--- config.mk ---
export PLATFORM = sky130hd
export DESIGN_NAME = button_conditioner_flat
export DESIGN_NICKNAME = d
export VERILOG_FILES = /design/src/rtl/button_conditioner_if.sv /design/src/rtl/button_conditioner.sv /design/src/flat_wrapper.sv
export SDC_FILE = /design/constraint.sdc
export NUM_CORES = 1
export LEC_CHECK = 0
export CAP_MARGIN = 5
export CORE_MARGIN = 4
export CORE_UTILIZATION = 43
export DETAILED_ROUTE_END_ITERATION = 8
export GPL_TIMING_DRIVEN = 1
export SETUP_SLACK_MARGIN = 0.4
export SLEW_MARGIN = 20
export SYNTH_ARGS = -nofsm -noshare
export SYNTH_HDL_FRONTEND = slang
export SYNTH_SLANG_ARGS = --single-unit
--- constraint.sdc ---
create_clock -name clk -period 7.1 [get_ports clk]
set_clock_uncertainty 0.05 [all_clocks]
set_input_delay 1.065 -clock clk [delete_from_list [all_inputs] [get_ports clk]]
set_output_delay 1.065 -clock clk [all_outputs]
set_load 0.02 [all_outputs]
--- src/rtl/button_conditioner_if.sv ---
// rtl/button_conditioner_if.sv - button conditioner pin/pulse bundle
//
// Purpose: groups the raw button lines and the conditioned outputs of
// button_conditioner into one bundle.
// Signals (bit i of every bus belongs to button i):
//   btn_raw     raw asynchronous pin levels, active-high
//   btn_level   debounced level
//   btn_press   one-cycle pulse on an accepted press
//   btn_release one-cycle pulse on an accepted release
//   btn_repeat  one-cycle auto-repeat pulses while held
//   any_press   OR of all btn_press bits, same cycle
// Modports: master = conditioner side, slave = consumer/pin side.
interface button_conditioner_if #(
    parameter int NUM_BTN = 5
);
    logic [NUM_BTN-1:0] btn_raw;
    logic [NUM_BTN-1:0] btn_level;
    logic [NUM_BTN-1:0] btn_press;
    logic [NUM_BTN-1:0] btn_release;
    logic [NUM_BTN-1:0] btn_repeat;
    logic               any_press;

    modport master (
        input  btn_raw,
        output btn_level,
        output btn_press,
        output btn_release,
        output btn_repeat,
        output any_press
    );

    modport slave (
        output btn_raw,
        input  btn_level,
        input  btn_press,
        input  btn_release,
        input  btn_repeat,
        input  any_press
    );
endinterface

--- src/rtl/button_conditioner.sv ---
// rtl/button_conditioner.sv - synchronise, debounce and pulse-encode button lines
//
// Purpose: per button, a two-flop synchroniser feeds a debounce/hold FSM
// that produces a clean level plus single-cycle press, release and
// auto-repeat pulses. All outputs are registered.
// Ports:
//   clk  system clock, rising edge
//   rst  asynchronous active-high reset
//   bus  button_conditioner_if.master (btn_raw in; level/press/release/
//        repeat/any_press out)
module button_conditioner #(
    parameter int NUM_BTN         = 5,
    parameter int DEBOUNCE_CYCLES = 1000000,
    parameter int HOLD_CYCLES     = 50000000,
    parameter int REPEAT_CYCLES   = 10000000
) (
    input  logic                        clk,
    input  logic                        rst,
    button_conditioner_if.master        bus
);

    localparam int MAX_DH  = (DEBOUNCE_CYCLES > HOLD_CYCLES) ? DEBOUNCE_CYCLES : HOLD_CYCLES;
    localparam int MAX_CYC = (MAX_DH > REPEAT_CYCLES) ? MAX_DH : REPEAT_CYCLES;
    localparam int CNT_W   = (MAX_CYC > 2) ? $clog2(MAX_CYC) : 1;

    localparam logic [CNT_W-1:0] DEB_LAST  = CNT_W'(DEBOUNCE_CYCLES - 1);
    localparam logic [CNT_W-1:0] HOLD_LAST = CNT_W'(HOLD_CYCLES - 1);
    localparam logic [CNT_W-1:0] REP_LAST  = CNT_W'(REPEAT_CYCLES - 1);

    typedef enum logic [2:0] {
        IDLE    = 3'd0,
        ARM     = 3'd1,
        PRESSED = 3'd2,
        REPEAT  = 3'd3,
        DISARM  = 3'd4
    } state_t;

    logic [NUM_BTN-1:0] meta_q;
    logic [NUM_BTN-1:0] sync_q;

    logic [NUM_BTN-1:0] level_vec;
    logic [NUM_BTN-1:0] press_vec;
    logic [NUM_BTN-1:0] release_vec;
    logic [NUM_BTN-1:0] repeat_vec;
    logic [NUM_BTN-1:0] press_nxt;
    logic               any_press_q;

    always_ff @(posedge clk or posedge rst) begin
        if (rst) begin
            meta_q <= '0;
            sync_q <= '0;
        end else begin
            meta_q <= bus.btn_raw;
            sync_q <= meta_q;
        end
    end

    for (genvar i = 0; i < NUM_BTN; i++) begin : g_btn
        state_t           state_q, state_d;
        logic [CNT_W-1:0] cnt_q, cnt_d;
        logic             level_q, level_d;
        logic             press_q, press_d;
        logic             release_q, release_d;
        logic             repeat_q, repeat_d;

        always_ff @(posedge clk or posedge rst) begin
            if (rst) begin
                state_q   <= IDLE;
                cnt_q     <= '0;
                level_q   <= 1'b0;
                press_q   <= 1'b0;
                release_q <= 1'b0;
                repeat_q  <= 1'b0;
            end else begin
                state_q   <= state_d;
                cnt_q     <= cnt_d;
                level_q   <= level_d;
                press_q   <= press_d;
                release_q <= release_d;
                repeat_q  <= repeat_d;
            end
        end

        always_comb begin
            state_d   = state_q;
            cnt_d     = cnt_q + CNT_W'(1);
            press_d   = 1'b0;
            release_d = 1'b0;
            repeat_d  = 1'b0;
            unique case (state_q)
                IDLE: begin
                    cnt_d = '0;
                    if (sync_q[i]) state_d = ARM;
                end
                ARM: begin
                    if (!sync_q[i]) begin
                        state_d = IDLE;
                    end else if (cnt_q == DEB_LAST) begin
                        state_d = PRESSED;
                        press_d = 1'b1;
                    end
                end
                PRESSED: begin
                    if (!sync_q[i]) begin
                        state_d = DISARM;
                    end else if (cnt_q == HOLD_LAST) begin
                        state_d  = REPEAT;
                        repeat_d = 1'b1;
                    end
                end
                REPEAT: begin
                    if (!sync_q[i]) begin
                        state_d = DISARM;
                    end else if (cnt_q == REP_LAST) begin
                        repeat_d = 1'b1;
                        cnt_d    = '0;
                    end
                end
                DISARM: begin
                    // A return to 1 re-enters PRESSED without a new press pulse;
                    // hold timing restarts from that point.
                    if (sync_q[i]) begin
                        state_d = PRESSED;
                    end else if (cnt_q == DEB_LAST) begin
                        state_d   = IDLE;
                        release_d = 1'b1;
                    end
                end
                default: begin
                    state_d = IDLE;
                end
            endcase
            if (state_d != state_q) cnt_d = '0;
            // Level follows the next state so it changes on the same cycle
            // as the press/release pulse.
            level_d = (state_d == PRESSED) || (state_d == REPEAT) || (state_d == DISARM);
        end

        assign level_vec[i]   = level_q;
        assign press_vec[i]   = press_q;
        assign release_vec[i] = release_q;
        assign repeat_vec[i]  = repeat_q;
        assign press_nxt[i]   = press_d;
    end

    // Registered from the next-state press bits so it lines up with btn_press.
    always_ff @(posedge clk or posedge rst) begin
        if (rst) begin
            any_press_q <= 1'b0;
        end else begin
            any_press_q <= |press_nxt;
        end
    end

    assign bus.btn_level   = level_vec;
    assign bus.btn_press   = press_vec;
    assign bus.btn_release = release_vec;
    assign bus.btn_repeat  = repeat_vec;
    assign bus.any_press   = any_press_q;

endmodule

--- src/flat_wrapper.sv ---
// flat-port wrapper written by rule: the top's interface ports become plain ports
module button_conditioner_flat 
#(
    parameter int NUM_BTN         = 5,
    parameter int DEBOUNCE_CYCLES = 1000000,
    parameter int HOLD_CYCLES     = 50000000,
    parameter int REPEAT_CYCLES   = 10000000
)
  (clk, rst, bus_btn_raw, bus_btn_level, bus_btn_press, bus_btn_release, bus_btn_repeat, bus_any_press);
  button_conditioner_if #(.NUM_BTN(NUM_BTN)) bus_i ();
  input  logic clk;
  input  logic rst;
  input wire logic [$bits(bus_i.btn_raw)-1:0] bus_btn_raw;
  output wire logic [$bits(bus_i.btn_level)-1:0] bus_btn_level;
  output wire logic [$bits(bus_i.btn_press)-1:0] bus_btn_press;
  output wire logic [$bits(bus_i.btn_release)-1:0] bus_btn_release;
  output wire logic [$bits(bus_i.btn_repeat)-1:0] bus_btn_repeat;
  output wire logic [$bits(bus_i.any_press)-1:0] bus_any_press;
  assign bus_i.btn_raw = bus_btn_raw;
  assign bus_btn_level = bus_i.btn_level;
  assign bus_btn_press = bus_i.btn_press;
  assign bus_btn_release = bus_i.btn_release;
  assign bus_btn_repeat = bus_i.btn_repeat;
  assign bus_any_press = bus_i.any_press;
  button_conditioner #(.NUM_BTN(NUM_BTN), .DEBOUNCE_CYCLES(DEBOUNCE_CYCLES), .HOLD_CYCLES(HOLD_CYCLES), .REPEAT_CYCLES(REPEAT_CYCLES)) u_core (.clk(clk), .rst(rst), .bus(bus_i));
endmodule
==> run metrics, run 1 <==
count of final setup violators 0; PD cells 207 nW/um^2; post-synth top area cell dfrtp_1; maximum clock rate 0.338 GHz; P_int 1.60 mW; core area 20300 um^2; Die W 152 um; Initial Util 0.440; Post-Synth Simple-Gate Area 0.301; R2R depth 7; Syn-to-layout area delta 11.2%; count of cell types in the netlist 65; die area 23100 um^2; largest net degree at the start of global routing 117; Pleak 3.99 nW; WHS Path Cells 0; Max IR drop VDD 0.145 mV; fin area 9930 um^2; Synth Area in Adders 0.00701; max cap viols 0; Psw 453 uW; DRC errors left 0; Sink Count 176; internal reg-to-reg setup slack 4140 ps; switch share 0.220; EDFF count, synth 0; Yosys top cell area share 0.493; dominant synthesized flop cell dfrtp_1; critical setup path kind register to register; Worst Max-Slew Pin Slew 1020 ps; Gate power share 0.031; CP Max Fanout 26; vias in the first global route 6389; worst setup margin 4140 ps; pre-CTS setup slack 3830 ps; routability cong. 0.812; total power 2.05 mW; CTS Hold Bufs 0; GR Overflow Total 0; Via density 5.24; CP required 7330 ps; Post-CTS Resized 0; n_diodes 0; Hold Vio Cnt, Final 0; clock buffer depth 2; placed cell area 9290 um^2; layout cells sized above 1 0.0646; Clk pwr share 0.471; XOR/XNOR Fraction of Synth Area 0.116; Clock Latency Late Sink 430 ps; unrepaired setup endpoints after global routing false; 1st-pass router iterations 4; antenna-violating nets left 0; Reg clk slew, reported paths 70 ps; Final min period 2960 ps; crit path to u_core.g_btn[0].cnt_q[24]; count leader, synth nor2_1; slew margin rel. 0.316; mux contribution to synthesized area 0; drt total wl 17500 um; Setup TNS Final 0 ps; top post-synthesis cells by count nor2_1, dfrtp_1, xor2_1, nand2_1, nand3_1; H-tree depth 4; Post-CTS Setup Repair Bufs 0; CTS buffer count 17; clk root buf clkbuf_16; Gate Count Post-Synth 925; synth top area cells dfrtp_1, nor2_1, xor2_1; Compound-Gate Fraction of Synth Area 0.0450; routed len/inst 14.4 um; Iter 0 DRT Violations 338; CP Launch Type register; Worst Min Path Start u_core.meta_q[4]; largest family of logic cells by synthesized area simple AND/OR/NAND/NOR gates; first-pass GRT wire length 31200 um; CTS tree yes; register area share after synthesis 0.493; Net Count, Synth 937; Buffers on Ports 27; outcome finished, final reports clean; worst r2r dst u_core.g_btn[0].cnt_q[24]; Row Count 52; Global Route Usage Sum 0.158; initial antenna violation count 0; final slew viol count 0; share of power burned in registers 0.498; worst reg2reg path startpoint u_core.g_btn[0].cnt_q[0]; post-detail-place hpwl 11600 um; FF+latch count, synth 176; Die Y 152 um; worst path arrival time 3190 ps; worst hold path type register to register; Synth Area per Inst 9.65 um^2; crit share post-route 0.417; Worst setup EP type register; Post-Route Hold Slack 296 ps; total number of vias 6364; Nets 943; Synth async-reset ratio 1.00; mapped cell area 8930 um^2; Critical path origin u_core.g_btn[0].cnt_q[0]; Synth warnings 0; IO Pins 28
-- placed cells by master, fill, tap and decap left out, types with 11 or more instances in the layout --
cell type        count
nor2_1             180
dfrtp_1            176
xor2_1              70
nand2_1             59
nand3_1             55
xnor2_1             48
nand4_1             35
clkdlybuf4s50_1     27
nor3_1              22
and3_1              17
clkbuf_16           17
nor4_1              15
and4_1              15
a21oi_1             15
inv_1               15
nand2b_1            12
and2_1              11
nor2b_1             11
or3_1               11
-- area by class of cell --
type / count / area (um^2)
inverters: 16 / 67.6
fillers: 1893 / 10400
repair buffers: 30 / 293
clock inverters: 13 / 158
multi-input cells: 690 / 4210
well taps: 270 / 338
clock buffers: 19 / 453
flip-flops and latches: 176 / 4400
-- registers in the layout, indices dropped and copies added, names as in the netlist --
signal and cells:
u_core.g_btn.cnt_q 130, u_core.g_btn.state_q 15, u_core.g_btn.level_q 5, u_core.g_btn.press_q 5
u_core.g_btn.release_q 5, u_core.g_btn.repeat_q 5, u_core.meta_q 5, u_core.sync_q 5
u_core.bus.any_press 1
-- worst min path at each step --
stage / endpoint / slack (ps)
floorplan: u_core.sync_q[0] / 280
global placement: u_core.sync_q[4] / 280
detailed placement: u_core.sync_q[4] / 290
CTS: u_core.sync_q[4] / 300
global route: u_core.sync_q[4] / 310
finish: u_core.sync_q[4] / 300
-- metal layers --
| layer | vias up | global-route usage | routed length (um) |
|---|---|---|---|
| li1 | 3196 | - | - |
| met1 | 3088 | 0.234 | 9050 |
| met2 | 69 | 0.238 | 7790 |
| met3 | 11 | 0.0350 | 470 |
| met4 | 0 | 0.0390 | 147 |
| met5 | - | 0 | 0 |
-- power groups by stage --
stage / registers, mW / logic [mW] / clock network (mW)
finish: 1.02 / 0.0634 / 0.967
CTS: 1.02 / 0.0650 / 0.998
global placement: 1.04 / 0.0644 / 0
floorplan: 1.04 / 0.0525 / 0
detailed placement: 1.04 / 0.0650 / 0
global route: 1.02 / 0.0757 / 1.05
-- worst max-delay path: stages (launching register included) --
cell	delay, ps
dfrtp_1	380
ha_1	250
nand4_1	250
or4_4	640
nor4_4	310
o32ai_2	150
o21ai_4	650
nor2_1	120
-- cells by family after synthesis --
kind of cell,after synthesis
buffers and inverters,59
AND/OR/NAND/NOR,509
flip-flops,176
XOR/XNOR,118
adder cells (fa/ha/maj),5
AO/OA/AOI/OAI,58
-- through the flow --
| stage | cells | util |
|---|---|---|
| after floorplan | 925 | - |
| final | 1214 | 0.489 |
| after CTS | 1214 | 0.488 |
| after global routing | 1214 | 0.489 |
| after global placement | 1182 | 0.458 |
| after detailed placement | 1182 | 0.458 |
No activity file was read; power rests on OpenSTA's default activity.
==> run 2, diff against run 1 <==
==> constraint.sdc (replaced) <==
create_clock -name clk -period 2.43 [get_ports clk]
set_clock_uncertainty 0.05 [all_clocks]
set_input_delay 0.3645 -clock clk [delete_from_list [all_inputs] [get_ports clk]]
set_output_delay 0.3645 -clock clk [all_outputs]
set_load 0.02 [all_outputs]
==> run 2 against run 1 <==
Register-to-register slack lost 4100 ps. Clock power grew to 3.2 times the previous value. Combinational power grew to 6.1 times the previous value. Final cell count grew 8.8%. Fmax grew 24%. Largest cell class is now multi-input combinational cells. Setup slack lost 4100 ps. Global-route usage grew 1.7 points. Critical endpoint is now u_core.g_btn[0].cnt_q[15]. Cell area grew 22%.
==> run metrics, run 2 (synthesized netlist as in run 1, its figures left out) <==
outcome finished, final reports clean; drt total wl 20600 um; Via density 5.32; fin cells 1321; Hold Vio Cnt, Final 0; Syn-to-layout area delta 35.1%; critical setup path kind register to register; fin area 12100 um^2; cell total after placement 1224; final slew viol count 0; Worst Max-Slew Pin Slew 561 ps; CP Max Fanout 7; die area 23100 um^2; 1st-pass router iterations 5; slew margin rel. 0.626; H-tree depth 4; first-pass GRT wire length 33900 um; Sink Count 176; internal reg-to-reg setup slack 40 ps; final core utilization 0.594; Reg clk slew, reported paths 70 ps; crit share post-route 0.983; placed cell area 9770 um^2; Pleak 4.68 nW; PD cells 540 nW/um^2; Nets 1050; worst hold path type register to register; worst path arrival time 2650 ps; DRC errors left 0; count of final setup violators 0; largest net degree at the start of global routing 90; core area 20300 um^2; CTS Hold Bufs 0; initial antenna violation count 0; routed len/inst 15.6 um; vias in the first global route 6801; unrepaired setup endpoints after global routing true; clock buffer depth 2; largest reg by FF count u_core.g_btn.cnt_q; maximum clock rate 0.419 GHz; CTS tree yes; IO Pins 28; layout cells sized above 1 0.306; Max IR drop VDD 0.402 mV; Buffers on Ports 27; Row Count 52; Iter 0 DRT Violations 359; post-detail-place hpwl 12400 um; Final min period 2390 ps; Initial Util 0.440; total number of vias 7022; CP required 2690 ps; max cap viols 0; most common cell after layout, fill and taps aside dfrtp_1; Die W 152 um; Largest regs u_core.g_btn.cnt_q: 130 flops, u_core.g_btn.state_q: 15 flops; antenna-violating nets left 0; Global Route Usage Sum 0.175; n_diodes 0; total power 6.51 mW; clk root buf clkbuf_16; GR Overflow Total 0; commonest non-fill, non-tap cells in the layout dfrtp_1, nor2_1, buf_4; routability cong. 0.817; CTS buffer count 17; Die Y 152 um; max reg flops 130; CP Launch Type register; Worst setup EP type register; Clock Latency Late Sink 430 ps
-- run 2: power by group --
| group | total, mW | internal (mW) | switching [mW] | leakage (nW) |
|---|---|---|---|---|
| Combinational | 0.388 | 0.159 | 0.229 | 1.94 |
| Sequential | 3.00 | 2.96 | 0.0384 | 2.40 |
| Clock | 3.13 | 1.96 | 1.16 | 0.328 |
| Total | 6.51 | 5.08 | 1.43 | 4.68 |
-- run 2: worst max-delay path: stages (launching register included) --
cell       delay, ps
dfrtp_1          400
or4bb_1          520
or4_4            550
o211ai_1         190
o211ai_1         160
o21ai_4          150
clkbuf_16        210
nor2_2            30
-- run 2: layer usage --
layer  share of wire  global-route usage  wire (um)
met5               0                   0          0
met4           0.014              0.0411        285
met3           0.025              0.0381        523
met2            0.49               0.283      10200
met1            0.47               0.243       9670
-- run 2: path summary, 6_finish.rpt --
| path | from | end | cells past startpoint |
|---|---|---|---|
| worst max-delay path | u_core.g_btn[0].cnt_q[9] | u_core.g_btn[0].cnt_q[15] | 7 |
| worst min-delay path | u_core.meta_q[4] | u_core.sync_q[4] | 0 |
| worst max register to register | u_core.g_btn[0].cnt_q[9] | u_core.g_btn[0].cnt_q[15] | 7 |
| worst min register to register | u_core.meta_q[4] | u_core.sync_q[4] | 0 |
| max in group asynchronous | rst | u_core.g_btn[1].cnt_q[22] | 3 |
| min in group asynchronous | rst | u_core.g_btn[0].cnt_q[13] | 3 |
-- run 2: per-stage QoR --
step / hold WS (ps) / setup TNS, ps / worst slack, ps
after floorplan: 281 / -41740 / -237
after global placement: 283 / 0 / 93.4
after detailed placement: 286 / 0 / 36.3
after CTS: 298 / 0 / 80.0
after global routing: 300 / -910 / -38.8
final: 301 / 0 / 42.0
-- run 2: final cells by class --
cell class | count | area, um^2
fillers | 1691 | 8230
well taps | 270 | 338
clock inverters | 13 | 233
multi-input cells | 693 | 5260
flip-flops and latches | 176 | 4420
clock buffers | 19 | 443
inverters | 16 | 63.8
repair buffers | 134 | 1310
-- run 2: timing repair --
action	in CTS	in global routing
pin swaps	38	79
resized for setup	69	171
buffers inserted	37	15
cloned	9	4
endpoints found under the setup margin	148	150
